`config.mk`:
```
export PLATFORM = sky130hd
export DESIGN_NAME = z_core_div_unit
export DESIGN_NICKNAME = d
export VERILOG_FILES = /design/src/rtl/z_core_pkg.sv /design/src/rtl/z_core_div_step.sv /design/src/rtl/z_core_div_unit.sv
export SDC_FILE = /design/constraint.sdc
export NUM_CORES = 1
export LEC_CHECK = 0
export ABC_AREA = 1
export CAP_MARGIN = 10
export CORE_ASPECT_RATIO = 2
export CORE_MARGIN = 1
export CORE_UTILIZATION = 40
export DETAILED_ROUTE_END_ITERATION = 12
export SYNTH_ARGS = -nofsm -noshare
export SYNTH_HDL_FRONTEND = slang
export SYNTH_SLANG_ARGS = --single-unit
```
`constraint.sdc`:
```
create_clock -name i_clk -period 1.8 [get_ports i_clk]
set_input_delay 0.36 -clock i_clk [delete_from_list [all_inputs] [get_ports i_clk]]
set_output_delay 0.36 -clock i_clk [all_outputs]
set_load 0.005 [all_outputs]
```
`src/rtl/z_core_pkg.sv`:
```
// Shared definitions for the core: instruction codes seen by the ALU control
// decoder, the ALU and the divide unit, plus the divide sequencer states.
package z_core_pkg;

   localparam int XLEN = 32;

   localparam logic [4:0] INST_DIV  = 5'd20;
   localparam logic [4:0] INST_DIVU = 5'd21;
   localparam logic [4:0] INST_REM  = 5'd22;
   localparam logic [4:0] INST_REMU = 5'd23;

   localparam logic [XLEN-1:0] SIGNED_MIN = {1'b1, {(XLEN-1){1'b0}}};
   localparam logic [XLEN-1:0] ALL_ONES   = {XLEN{1'b1}};

   typedef enum logic [2:0] {
      ST_IDLE,
      ST_CALC,
      ST_FIX,
      ST_SPECIAL,
      ST_DONE
   } divState_t;

endpackage

```
`src/rtl/z_core_div_step.sv`:
```
// One radix-2 restoring division step: shift the next dividend bit into the
// partial remainder and subtract the divisor if it fits.
module z_core_div_step
   import z_core_pkg::*;
#(
   parameter int STEP_XLEN = z_core_pkg::XLEN
) (
   input  logic [STEP_XLEN:0]   i_rem,
   input  logic [STEP_XLEN-1:0] i_dvd,
   input  logic [STEP_XLEN-1:0] i_divisor,
   output logic [STEP_XLEN:0]   o_remNext,
   output logic [STEP_XLEN-1:0] o_dvdNext,
   output logic                 o_qBit
);

   logic [STEP_XLEN:0] w_shift;
   logic [STEP_XLEN:0] w_diff;

   // Shift/compare/subtract; a set carry bit in the old remainder would mean
   // the shifted value certainly exceeds the divisor, so it forces a 1 bit.
   always_comb begin
      w_shift   = {i_rem[STEP_XLEN-1:0], i_dvd[STEP_XLEN-1]};
      w_diff    = w_shift - {1'b0, i_divisor};
      o_qBit    = i_rem[STEP_XLEN] | (w_shift >= {1'b0, i_divisor});
      o_remNext = o_qBit ? w_diff : w_shift;
      o_dvdNext = {i_dvd[STEP_XLEN-2:0], 1'b0};
   end

endmodule

```
`src/rtl/z_core_div_unit.sv`:
```
// Multi-cycle RV32M divide unit (DIV/DIVU/REM/REMU). Works on magnitudes with
// a restoring divider and fixes signs at the end; divide-by-zero and signed
// overflow skip the iterations entirely.
module z_core_div_unit
   import z_core_pkg::*;
#(
   parameter int XLEN = z_core_pkg::XLEN
) (
   input  logic            i_clk,
   input  logic            i_rstn,
   input  logic            i_start,
   input  logic [4:0]      i_inst_type,
   input  logic [XLEN-1:0] i_op_a,
   input  logic [XLEN-1:0] i_op_b,
   input  logic            i_flush,
   output logic            o_busy,
   output logic            o_done,
   output logic [XLEN-1:0] o_result
);

   // Special-case constants follow this instance's width rather than the package default.
   localparam logic [XLEN-1:0] DIV_SIGNED_MIN = {1'b1, {(XLEN-1){1'b0}}};
   localparam logic [XLEN-1:0] DIV_ALL_ONES   = {XLEN{1'b1}};
   localparam logic [5:0]      CNT_INIT       = 6'(XLEN - 1);

   divState_t       r_state;
   divState_t       w_nextState;

   logic [XLEN:0]   r_rem;
   logic [XLEN-1:0] r_dvd;
   logic [XLEN-1:0] r_div;
   logic [XLEN-1:0] r_quo;
   logic [XLEN-1:0] r_opA;
   logic [XLEN-1:0] r_result;
   logic [5:0]      r_cnt;
   logic            r_isRem;
   logic            r_qNeg;
   logic            r_rNeg;
   logic            r_divZero;

   logic            w_validOp;
   logic            w_isSignedIn;
   logic            w_isRemIn;
   logic            w_aNeg;
   logic            w_bNeg;
   logic            w_divZero;
   logic            w_overflow;
   logic            w_accept;
   logic [XLEN-1:0] w_absA;
   logic [XLEN-1:0] w_absB;
   logic [XLEN-1:0] w_quoFix;
   logic [XLEN-1:0] w_remFix;
   logic [XLEN-1:0] w_fixRes;
   logic [XLEN-1:0] w_specRes;

   logic [XLEN:0]   w_remNext;
   logic [XLEN-1:0] w_dvdNext;
   logic            w_qBit;

   // Decode the request and form operand magnitudes; flush beats a same-cycle start.
   always_comb begin
      w_validOp    = (i_inst_type == INST_DIV) || (i_inst_type == INST_DIVU) ||
                     (i_inst_type == INST_REM) || (i_inst_type == INST_REMU);
      w_isSignedIn = (i_inst_type == INST_DIV) || (i_inst_type == INST_REM);
      w_isRemIn    = (i_inst_type == INST_REM) || (i_inst_type == INST_REMU);
      w_aNeg       = w_isSignedIn & i_op_a[XLEN-1];
      w_bNeg       = w_isSignedIn & i_op_b[XLEN-1];
      w_absA       = w_aNeg ? -i_op_a : i_op_a;
      w_absB       = w_bNeg ? -i_op_b : i_op_b;
      w_divZero    = (i_op_b == '0);
      w_overflow   = w_isSignedIn && (i_op_a == DIV_SIGNED_MIN) && (i_op_b == DIV_ALL_ONES);
      w_accept     = (r_state == ST_IDLE) && i_start && w_validOp && !i_flush;
   end

   z_core_div_step #(
      .STEP_XLEN (XLEN)
   ) u_step (
      .i_rem     (r_rem),
      .i_dvd     (r_dvd),
      .i_divisor (r_div),
      .o_remNext (w_remNext),
      .o_dvdNext (w_dvdNext),
      .o_qBit    (w_qBit)
   );

   // Final sign correction and the one-cycle answers for the special cases.
   always_comb begin
      w_quoFix  = r_qNeg ? -r_quo : r_quo;
      w_remFix  = r_rNeg ? -r_rem[XLEN-1:0] : r_rem[XLEN-1:0];
      w_fixRes  = r_isRem ? w_remFix : w_quoFix;
      if (r_divZero) begin
         w_specRes = r_isRem ? r_opA : DIV_ALL_ONES;
      end else begin
         w_specRes = r_isRem ? '0 : DIV_SIGNED_MIN;
      end
   end

   // State register.
   always_ff @(posedge i_clk) begin
      if (!i_rstn) begin
         r_state <= ST_IDLE;
      end else begin
         r_state <= w_nextState;
      end
   end

   // Next-state logic and handshake outputs; flush drops any live operation.
   always_comb begin
      w_nextState = r_state;
      o_busy      = 1'b0;
      o_done      = 1'b0;
      case (r_state)
         ST_IDLE: begin
            if (w_accept) begin
               w_nextState = (w_divZero || w_overflow) ? ST_SPECIAL : ST_CALC;
            end
         end
         ST_CALC: begin
            o_busy = 1'b1;
            if (i_flush) begin
               w_nextState = ST_IDLE;
            end else if (r_cnt == 6'd0) begin
               w_nextState = ST_FIX;
            end
         end
         ST_FIX, ST_SPECIAL: begin
            o_busy      = 1'b1;
            w_nextState = i_flush ? ST_IDLE : ST_DONE;
         end
         ST_DONE: begin
            o_done      = 1'b1;
            w_nextState = ST_IDLE;
         end
         default: begin
            w_nextState = ST_IDLE;
         end
      endcase
   end

   // Datapath: capture on accept, iterate in CALC, and load the result on the
   // way into DONE so it only changes when done is shown.
   always_ff @(posedge i_clk) begin
      if (!i_rstn) begin
         r_rem     <= '0;
         r_dvd     <= '0;
         r_div     <= '0;
         r_quo     <= '0;
         r_opA     <= '0;
         r_result  <= '0;
         r_cnt     <= '0;
         r_isRem   <= 1'b0;
         r_qNeg    <= 1'b0;
         r_rNeg    <= 1'b0;
         r_divZero <= 1'b0;
      end else begin
         case (r_state)
            ST_IDLE: begin
               if (w_accept) begin
                  r_rem     <= '0;
                  r_dvd     <= w_absA;
                  r_div     <= w_absB;
                  r_quo     <= '0;
                  r_opA     <= i_op_a;
                  r_cnt     <= CNT_INIT;
                  r_isRem   <= w_isRemIn;
                  r_qNeg    <= w_aNeg ^ w_bNeg;
                  r_rNeg    <= w_aNeg;
                  r_divZero <= w_divZero;
               end
            end
            ST_CALC: begin
               r_rem <= w_remNext;
               r_dvd <= w_dvdNext;
               r_quo <= {r_quo[XLEN-2:0], w_qBit};
               if (r_cnt != 6'd0) begin
                  r_cnt <= r_cnt - 6'd1;
               end
            end
            ST_FIX: begin
               if (!i_flush) begin
                  r_result <= w_fixRes;
               end
            end
            ST_SPECIAL: begin
               if (!i_flush) begin
                  r_result <= w_specRes;
               end
            end
            default: begin
            end
         endcase
      end
   end

   assign o_result = r_result;

endmodule
```
Word-level counts from Yosys, hierarchy flattened
Cells that the tools add are included.

Add/subtract/negate cells: 6. Multipliers: 0. Divide/modulo/power cells: 0. Magnitude comparators: 1. Eq/ne operators: 15. Shift operators: 0. Mux-type cells: 29. Bitwise operators: 4. Reduce and logical (&&, ||, !) cells: 25.

Operators by type and width (count): $mux W32 (12); $pmux W32 S2 (3); $neg A32 Y32 (4); $mux W33 (2); $pmux W33 S2 (1); $eq A32 B32 Y1 const B (2); $ge A33 B32 Y1 (1); $sub A33 B32 Y33 (1); $logic_not A32 Y1 (1); $eq A5 B5 Y1 const B (4); $mux W3 (4); $mux W6 (2); $pmux W6 S2 (1); $pmux W3 S3 (1); $ne A2 B2 Y1 const B (4); $eq A3 B2 Y1 const B (2); $logic_not A6 Y1 (1); $logic_or A1 B1 Y1 (6); $reduce_and A2 Y1 (3); $reduce_and A3 Y1 (2); $reduce_bool A6 Y1 (1); $sub A6 B1 Y6 const B (1); $logic_and A1 B1 Y1 (5); $reduce_bool A2 Y1 (2); 12 further kinds (14).

Flip-flop bits (word level): 206. Bits in latches: 0. Memory bits (writable): 0. ROM bits: 0. Input bits: 73. Output and inout bits: 34. Word-level logic and storage cells: 92. Memories kept: 0.

Logic depth before layout (Yosys ltp)
Gate-level depths: netlist of run 1.

Word-level depth: 8. Gate-level depth with buffers: 17. Mapped depth without buffers: 17.

Cells and area by module
A second synthesis of run 1 with hierarchy kept.

Cell total of the unflattened synthesis: 2703. Area total of the unflattened synthesis: 15768.9 um^2.

Modules (own cells, without submodules): z_core_div_unit (instances 1, cells an instance 1954, area an instance 12162.9 um^2, sequential area each 4124.0 um^2); z_core_div_step (instances 1, cells an instance 749, area an instance 3606.0 um^2, sequential area each 0.0 um^2).

Worst setup path after synthesis of run 1
OpenSTA, ideal clock, no wires.

Path kind: register to register. Start: register r_rem[20]. End: register r_rem[26]. Setup time: 0.132 ns. Data arrival time: 1.771 ns. Required time: 1.668 ns. Setup slack: -0.104 ns. Cell stages (with the launch flop): 13. Path buffers: 1. Period minus slack after synthesis: 1.904 ns. Cells stage by stage: dfxtp_1 > ha_1 > nand2_1 > nor2_2 > nand2_1 > nor2_1 > nand2_1 > nand3_2 > nor2_2 > buf_4 > nand3_1 > nand3_1 > a21oi_1.

Cells in the longest elaborated chain, start to end: 4. Elaborated cells on any way between the ends: 5. Classes of those cells: 1 x add/sub; 1 x order compare; 2 x mux; 1 x bitwise.

Ends and longest elaborated chain: start: declaration (RTL line z_core_div_unit.sv:29) `logic [XLEN:0] r_rem;`; start signal: assignment (RTL line z_core_div_unit.sv:172) `r_rem <= w_remNext;`; $ge A33 B32 Y1 (RTL line z_core_div_step.sv:24) `o_qBit = i_rem[STEP_XLEN] | (w_shift >= {1'b0, i_divisor});`; $or A1 B1 Y1 (RTL line z_core_div_step.sv:24); $mux W33 (*) (RTL line z_core_div_step.sv:25) `o_remNext = o_qBit ? w_diff : w_shift;`; $pmux W33 S2 (*) (RTL line z_core_div_unit.sv:156) `case (r_state)`.

Every way passes the cells marked *; elsewhere a longest branch is shown, timed or not. A chain may end at the register's enable or synchronous reset.

Worst setup path in the final report of run 1
Start: register r_rem[3]. End: register r_rem[26].

Same word-level chain as after synthesis.

==> summary.md, run 1 <==
| Metric | Value |
|---|---|
| ANT nets after route | 0 |
| DIE AREA | a little under 40,000 um2 |
| Critical R2R Capture | r_rem[26] |
| Sw Share | around a third |
| Initial antenna violation count | 0 |
| CP max FO | 6 |
| Clock root cell | clkbuf_16 |
| TritonCTS Buffers | 22 |
| Seq/Total Area, Yosys | a little over a quarter |
| Clk sink count | between 200 and 250 |
| Relative slew margins | between 60% and 70% |
| Critical path's slowest cell | dfxtp_2 |
| H-tree Lvls | 1 |
| Least-Margin Pin Slew | 486 ps |
| IO Port Bufs | between 100 and 150 |
| Crit-path max cell delay | roughly 350 ps |
| Final min period | 2120 ps |
| R2R cell count | 13 |
| GPL Wtd Cong | 0.952 |
| Crit path from | r_rem[3] |
| Die width | between 100 and 150 um |
| Post-Place Cell Area | 20,600 um2 |
| Failing checks | negative setup slack |
| P_sw | ~4.9 mW |
| Outcome | finished with violations |
| Die Y | between 200 and 300 um |
| Total GRT Usage | 32.1% |
| Mean Syn Cell Area | a little under 6 um2 |
| Pwr dens | 635 nW/um2 |
| Drt total wl | ~64,000 um |
| CTS Hold Buffers Added | 0 |
| Req. time, crit path | 2250 ps |
| Register area | 4220 um2 |
| Placed Cells | approximately 3,500 |
| Count of final setup violators | 43 |
| Fin Setup TNS | -10,650 ps |
| Ant diodes | 0 |
| Post-synth ARST share | 0% |
| Starting density of the core | between 40% and 50% |
| Grt met3 use | 2.24% |
| Worst vdd ir | about 750 uV |
| RSZ-0062 raised after global routing | yes |
| I/O pin cnt | about 110 |
| Vias in the first global route | about 19,000 |
| Critical-path cell list | ha_4, nand2_4, nor2_4, nand4_1, nor2_2, nand2_2, nand3_2, nor2_4, buf_6, buf_8, nand3_2, nand3_1, a21oi_1 |
| Vias/cell | 5.28 |
| Critical Path AT | around 2600 ps |
| NumNets Final | 3,220 |
| Syn nets | about 2,700 |
| Layout Cells excl Fill | 3,582 |
| Core region area | around 37,000 um2 |
| CTS tree | yes |
| Worst R2R Start | r_rem[3] |
| Area delta synth->final | 54.6% |
| Final worst setup slack | -321 ps |
| Worst skew pair latency | 530 ps |
| Crit path kind | reg -> reg |
| Top_reg_cell synth | dfxtp_1 |
| Clock transition at path regs | roughly 60 ps |
| Fill count | around 3,500 |
| Remaining Overflow, GRT | 0 |
| Clock share of power | between 30% and 40% |
| First-pass GRT wire length | around 97,000 um |
| Layout cells sized above 1 | 34.7% |
| Sequential cell fraction of total power | between 30% and 40% |
| Most common cell after layout, fill and taps aside | nand2_1 |
| Largest net degree at the start of global routing | approximately 70 |
| Mapped Cells | between 2,000 and 3,000 |
| Critical Path End | r_rem[26] |
| Worst min path class | in -> reg |
| Iter 0 DRT Violations | between 1,000 and 1,500 |
| Total vias in the final route | about 19,000 |
| Max cap viols | 0 |
| Worst Skew | between 15 and 20 ps |
| Leakage | roughly 11 nW |
| Period utilisation layout | 118% |
| Synth Warn # | 0 |
| GRT Max-Usage Layer | met2 |
| Final core utilization | about 63% |
| Clock Tree Buf Depth | 3 |
| Dpl hpwl | around 50,000 um |
| Leading cell types in the layout, fill and taps excluded | nand2_1 (592), buf_4 (464), inv_1 (307) |
| Combinational power share | around a third |
| Avg WL per Cell | ~18 um |
| Worst setup SP type | flop |
| Number of synthesized register bits | 206 |
| Fmax | 471 MHz |
| Final Max Tran Viols | 0 |
| Post-route cell area | 23,500 um2 |
| DRC | 0 |
| GR Util met2 | between 60% and 70% |
| Fin. Hold Viols | 0 |
| First drt pass iteration count | 5 |
| Footprint of the multi-input gates | around 11,000 um2 |
| Number of flops mapped to enable cells by yosys | 0 |
| Row cnt | 100 |
| Met1 Use GR | 30.6% |
| Worst reg2reg setup slack | -320 ps |
| Synth unique cells | 49 |
| Cell Area, Synth | between 15,000 and 20,000 um2 |
| CP Capture Type | flop |
| Int Pwr | 9.98 mW |
[through the flow]
stage,worst slack [ps],power [mW],hold WS [ps]
6_report,-321,14.9,260
5_1_grt,-438,15.6,273
4_1_cts,-296,14.4,263
3_5_place_dp,-626,8.94,446
3_3_place_gp,-649,8.90,450
2_1_floorplan,0.140,7.23,427
[cell usage after synthesis (2+ instances only)]
master | number | area (um2)
a21oi_1 | 233 | 1170
nor4_1 | 4 | 25.0
buf_4 | 3 | 22.5
nor3_2 | 5 | 50.1
a21oi_2 | 2 | 17.5
nand3b_1 | 12 | 90.1
nand3_1 | 197 | 986
o31ai_1 | 3 | 22.5
a31oi_1 | 28 | 175
o22ai_1 | 11 | 68.8
a211oi_1 | 13 | 97.6
nand4_2 | 2 | 25.0
nand2_4 | 2 | 22.5
clkinv_1 | 3 | 11.3
o211ai_1 | 24 | 180
nand2_2 | 8 | 50.1
inv_1 | 374 | 1400
nor3_1 | 36 | 180
nor2_1 | 227 | 852
nand4_1 | 39 | 244
nand2_1 | 702 | 2640
xor2_1 | 19 | 166
o21ai_1 | 5 | 25.0
ha_1 | 39 | 488
xnor2_1 | 19 | 166
and2_1 | 9 | 56.3
buf_6 | 6 | 67.6
inv_2 | 5 | 18.8
dfxtp_1 | 206 | 4120
o21bai_1 | 2 | 15.0
buf_1 | 15 | 56.3
a221oi_1 | 2 | 17.5
o2111ai_1 | 2 | 17.5
nor2_2 | 10 | 62.6
nand3_2 | 23 | 230
or2_2 | 12 | 75.1
clkbuf_1 | 62 | 233
o21ai_0 | 168 | 841
buf_2 | 24 | 120
[flip-flops by register name (all words and copies together) (netlist names)]
signal / flops
r_qNeg: 1
r_cnt: 6
r_rem: 33
o_result: 32
r_state: 3
r_quo: 32
r_opA: 32
r_isRem: 1
r_rNeg: 1
r_dvd: 32
r_divZero: 1
r_div: 32
[cells by family (layout without fill, tap and decap cells)]
family | count (synthesis) | count (layout) | share of synthesized area [%]
and+or+nand+nor | 1291 | 1291 | 36.9
DFF | 206 | 206 | 27.1
AOI/OAI and AO/OA | 499 | 499 | 17.7
adders and majority gates | 40 | 40 | 3.34
xor gates and xnor gates | 38 | 38 | 2.19
buffers and inverters | 492 | 1049 | 12.7
[critical path, delay by kind of cell, from the launching register on]
| family | cells | cell delay, ps |
|---|---|---|
| DFF | 1 | 350 |
| AOI/OAI and AO/OA | 1 | 150 |
| buffers and inverters | 2 | 250 |
| and+or+nand+nor | 9 | 970 |
| adders and majority gates | 1 | 320 |
[worst min path at each step]
stage | startpoint | to | slack (ps) | cells after the start
global route | i_op_a[4] | r_opA[4] | 270 | 4
global placement | r_opA[28] | r_opA[28] | 450 | 2
CTS | i_rstn | r_opA[26] | 260 | 3
finish | i_op_a[5] | r_dvd[5] | 260 | 4
floorplan | r_opA[15] | r_opA[15] | 430 | 2
detailed placement | r_opA[28] | r_opA[28] | 450 | 2
[layout make-up]
type,instances,area share (%)
clock buffer,31,2.80
clock inverter,9,0.644
inverter,382,6.30
multi-input combinational,1868,46.6
sequential,206,18.0
tap,459,2.44
timing repair buffer,627,23.3
[per-layer routing]
metal / up-vias / routed length [um]
met5: - / 0
met4: 0 / 5700
met3: 207 / 1860
met2: 500 / 34800
met1: 8839 / 22000
li1: 9375 / -
[power groups by stage]
stage / combinational [mW] / sequential (mW) / clock [mW]
final: 5.15 / 4.66 / 5.11
after CTS: 4.58 / 4.66 / 5.18
after global placement: 4.14 / 4.76 / 0
after global routing: 5.55 / 4.66 / 5.35
after floorplan: 2.48 / 4.75 / 0
after detailed placement: 4.18 / 4.76 / 0
[timing repair]
action	4_1_cts	5_1_grt
gates cloned	0	2
buffers inserted	33	17
pin swaps	61	93
gates resized for setup	278	308
setup endpoints to repair	85	146
No activity file was read; power rests on OpenSTA's default activity.
==> inputs of run 2 (changes only) <==
--- a/config.mk
+++ b/config.mk
@@ -10,6 +10,7 @@
 export CORE_ASPECT_RATIO = 2
 export CORE_MARGIN = 1
 export CORE_UTILIZATION = 40
+export CTS_CLUSTER_SIZE = 25
 export DETAILED_ROUTE_END_ITERATION = 12
 export SYNTH_ARGS = -nofsm -noshare
 export SYNTH_HDL_FRONTEND = slang
==> results of run 2 <==
The final DEF is identical to that of run 1; final timing and power are the same.
==> inputs of run 3 (changes only) <==
--- a/config.mk
+++ b/config.mk
@@ -6,7 +6,6 @@
 export NUM_CORES = 1
 export LEC_CHECK = 0
 export ABC_AREA = 1
-export CAP_MARGIN = 10
 export CORE_ASPECT_RATIO = 2
 export CORE_MARGIN = 1
 export CORE_UTILIZATION = 40
@@ -15,3 +14,4 @@
 export SYNTH_ARGS = -nofsm -noshare
 export SYNTH_HDL_FRONTEND = slang
 export SYNTH_SLANG_ARGS = --single-unit
+export TNS_END_PERCENT = 10
==> run 3 against run 2 <==
The run still ends with negative setup slack left; clock skew up 1.5 ps; maximum frequency shrank 3.8%; setup slack lost 83 ps; die area unchanged; sequential share of layout area grew 0.60 points; flip-flop and latch count stayed put; clock power down 9.8%; routed wire length barely moved; critical path depth increased by 1; clock-buffer cell count is 3 lower; via count shrank 2.2%; non-clock buffer count decreased by 24; critical endpoint is now r_rem[5]; highest routed layer unchanged.
==> summary.md, run 3 (synthesis results as in run 1) <==
| Metric | Value |
|---|---|
| Row cnt | 100 (unchanged) |
| ANT nets after route | 0 (unchanged) |
| WHS Path Cells | 3 (-1) |
| Ant diodes | 0 (unchanged) |
| CP max FO | 13 (+7) |
| CTS tree | yes |
| Worst min path class | in -> reg |
| Worst vdd ir | 767 uV (+2.1%) |
| CP Capture Type | flop |
| Count of final setup violators | 81 (+88%) |
| Leakage | 10.8 nW (-4.1%) |
| Hold path start | i_rstn |
| Total vias in the final route | 18,500 (-2.2%) |
| Drt total wl | 64,400 um (about the same) |
| Dpl hpwl | 51,300 um (+3.2%) |
| Final worst setup slack | -404 ps (-83.4 ps) |
| Crit path kind | reg -> reg |
| RSZ-0062 raised after global routing | yes |
| Avg WL per Cell | 18.1 um (+0.73%) |
| Leading cell types in the layout, fill and taps excluded | nand2_1 (635), buf_4 (456), inv_1 (329) |
| Die Y | 278 um (unchanged) |
| Failing checks | negative setup slack |
| Min-Delay Endpoint | o_result[11] |
| Largest net degree at the start of global routing | 75 (+8.7%) |
| Worst setup SP type | flop |
| Layout Cells excl Fill | 3,557 (-0.70%) |
| Fin Setup TNS | -14,760 ps (-4110 ps) |
| Fin. Hold Viols | 0 (unchanged) |
| Period utilisation layout | 122% (+4.6 points) |
| Vias in the first global route | 18,500 (-0.37%) |
| Die width | 140 um (unchanged) |
| Max cap viols | 0 (unchanged) |
| Relative slew margins | 68.0% (+0.75 points) |
| TritonCTS Buffers | 22 (unchanged) |
| Vias/cell | 5.20 (-1.5%) |
| Critical Path AT | 2660 ps (+90 ps) |
| DRC | 0 (unchanged) |
| Placed Cells | 3,505 (+0.34%) |
| Final Max Tran Viols | 0 (unchanged) |
| Least-Margin Pin Slew | 477 ps (-9.03 ps) |
| Outcome | finished with violations |
| Pwr dens | 626 nW/um2 (-1.4%) |
| Layout cells sized above 1 | 29.9% (-4.8 points) |
| Starting density of the core | 40.8% (unchanged) |
| IO Port Bufs | 106 (unchanged) |
| Total GRT Usage | 32.7% (+0.56 points) |
| Most common cell after layout, fill and taps aside | nand2_1 |
| Max reg flops | 33 (unchanged) |
| CTS Hold Buffers Added | 0 (unchanged) |
| I/O pin cnt | 107 (unchanged) |
| Req. time, crit path | 2260 ps (about the same) |
| Clock transition at path regs | 70 ps (about the same) |
| Clock Tree Buf Depth | 3 (unchanged) |
| Clock root cell | clkbuf_16 |
| R2R cell count | 14 (+1) |
| Worst skew pair latency | 540 ps (about the same) |
| Initial antenna violation count | 0 (unchanged) |
| Clk sink count | 206 (unchanged) |
| H-tree Lvls | 1 (unchanged) |
| First-pass GRT wire length | 97,800 um (+0.45%) |
| DIE AREA | 38,800 um2 (unchanged) |
| Critical R2R Capture | r_rem[5] |
| Worst R2R Start | r_div[28] |
| Area delta synth->final | 48.6% |
| Fmax | 454 MHz (-3.8%) |
| Worst reg2reg setup slack | -400 ps (-80 ps) |
| GPL Wtd Cong | 0.989 (+3.8%) |
| Core region area | 37,300 um2 (unchanged) |
| Worst Skew | 17.3 ps (+1.50 ps) |
| Remaining Overflow, GRT | 0 (unchanged) |
| First drt pass iteration count | 5 (unchanged) |
| Iter 0 DRT Violations | 772 (-27%) |
| NumNets Final | 3,196 (-0.75%) |
| Final min period | 2200 ps (+83.4 ps) |
| Biggest register | r_rem |
==> run 3: cell types whose count changed in the layout (fill, tap and decap cells not counted), sizes merged <==
cell | previous run | this run
dlygate4sd2 | 9 | 16
clkdlybuf4s50 | 74 | 83
dlymetal6s2s | 21 | 4
clkinvlp | 3 | 2
bufinv | 4 | 1
inv | 377 | 382
clkdlybuf4s15 | 0 | 2
clkbuf | 32 | 30
buf | 522 | 496
clkinv | 7 | 8
==> run 3: layout make-up <==
type                    count  area [um2]
clock buffers              28         604
flip-flops and latches    206        4190
clock inverters            11         100
inverters                 382        1460
fillers                  3678       14700
multi-input cells        1868       10500
well taps                 459         574
repair buffers            603        5190
==> run 3: worst max path at each step <==
stage,start,to,slack [ps],cells after the start
floorplan,r_rem[26],r_rem[20],-7,13
global placement,i_op_a[0],r_dvd[22],-760,18
detailed placement,i_op_a[0],r_dvd[22],-750,18
CTS,r_div[6],r_rem[28],-380,15
global route,r_div[28],r_rem[6],-480,14
finish,r_div[28],r_rem[5],-400,14
==> run 3: power breakdown <==
| part | internal, mW | switching [mW] |
|---|---|---|
| Combinational | 2.10 | 2.77 |
| Clock | 2.55 | 2.06 |
| Sequential | 4.61 | 0.0450 |
| Total | 9.26 | 4.88 |
==> run 3: repair_timing <==
item / CTS / global route
setup endpoints to repair: 96 / 188
resized for setup: 172 / 229
buffers inserted: 5 / 8
pin swaps: 11 / 48
gates cloned: 0 / 2
==> run 3: worst max-delay path, cell delays in order, from the launching register on <==
cell	delay, ps
dfxtp_1	310
inv_2	190
ha_4	250
nand2_2	90
nor2_4	50
nand2_2	110
nor2_4	50
nand2_2	90
nand3_2	100
nor2_4	260
nand2_8	130
clkbuf_16	200
nand2_1	70
nand3_1	80
a21oi_2	140
==> run 3: routing by layer <==
metal  up-vias  track usage, %  share of wire, %
li1       9317               -                 -
met1      8559            30.4                34
met2       427            62.5                53
met3       198            2.57               2.8
met4         0            29.5               9.8
met5         -               0                 0
==> run 3: through the flow <==
stage                     area (um2)  utilization (%)  power [mW]  setup slack [ps]  hold slack [ps]
after CTS                      21800             58.4        13.7              -382              136
after global placement         20700             55.4        8.94              -760              440
after global routing           22600             60.6        14.8              -476              168
final                          22600             60.6        14.1              -404              169
after detailed placement       20700             55.4        8.98              -745              444
after floorplan                15600                -        7.23             -6.86              427
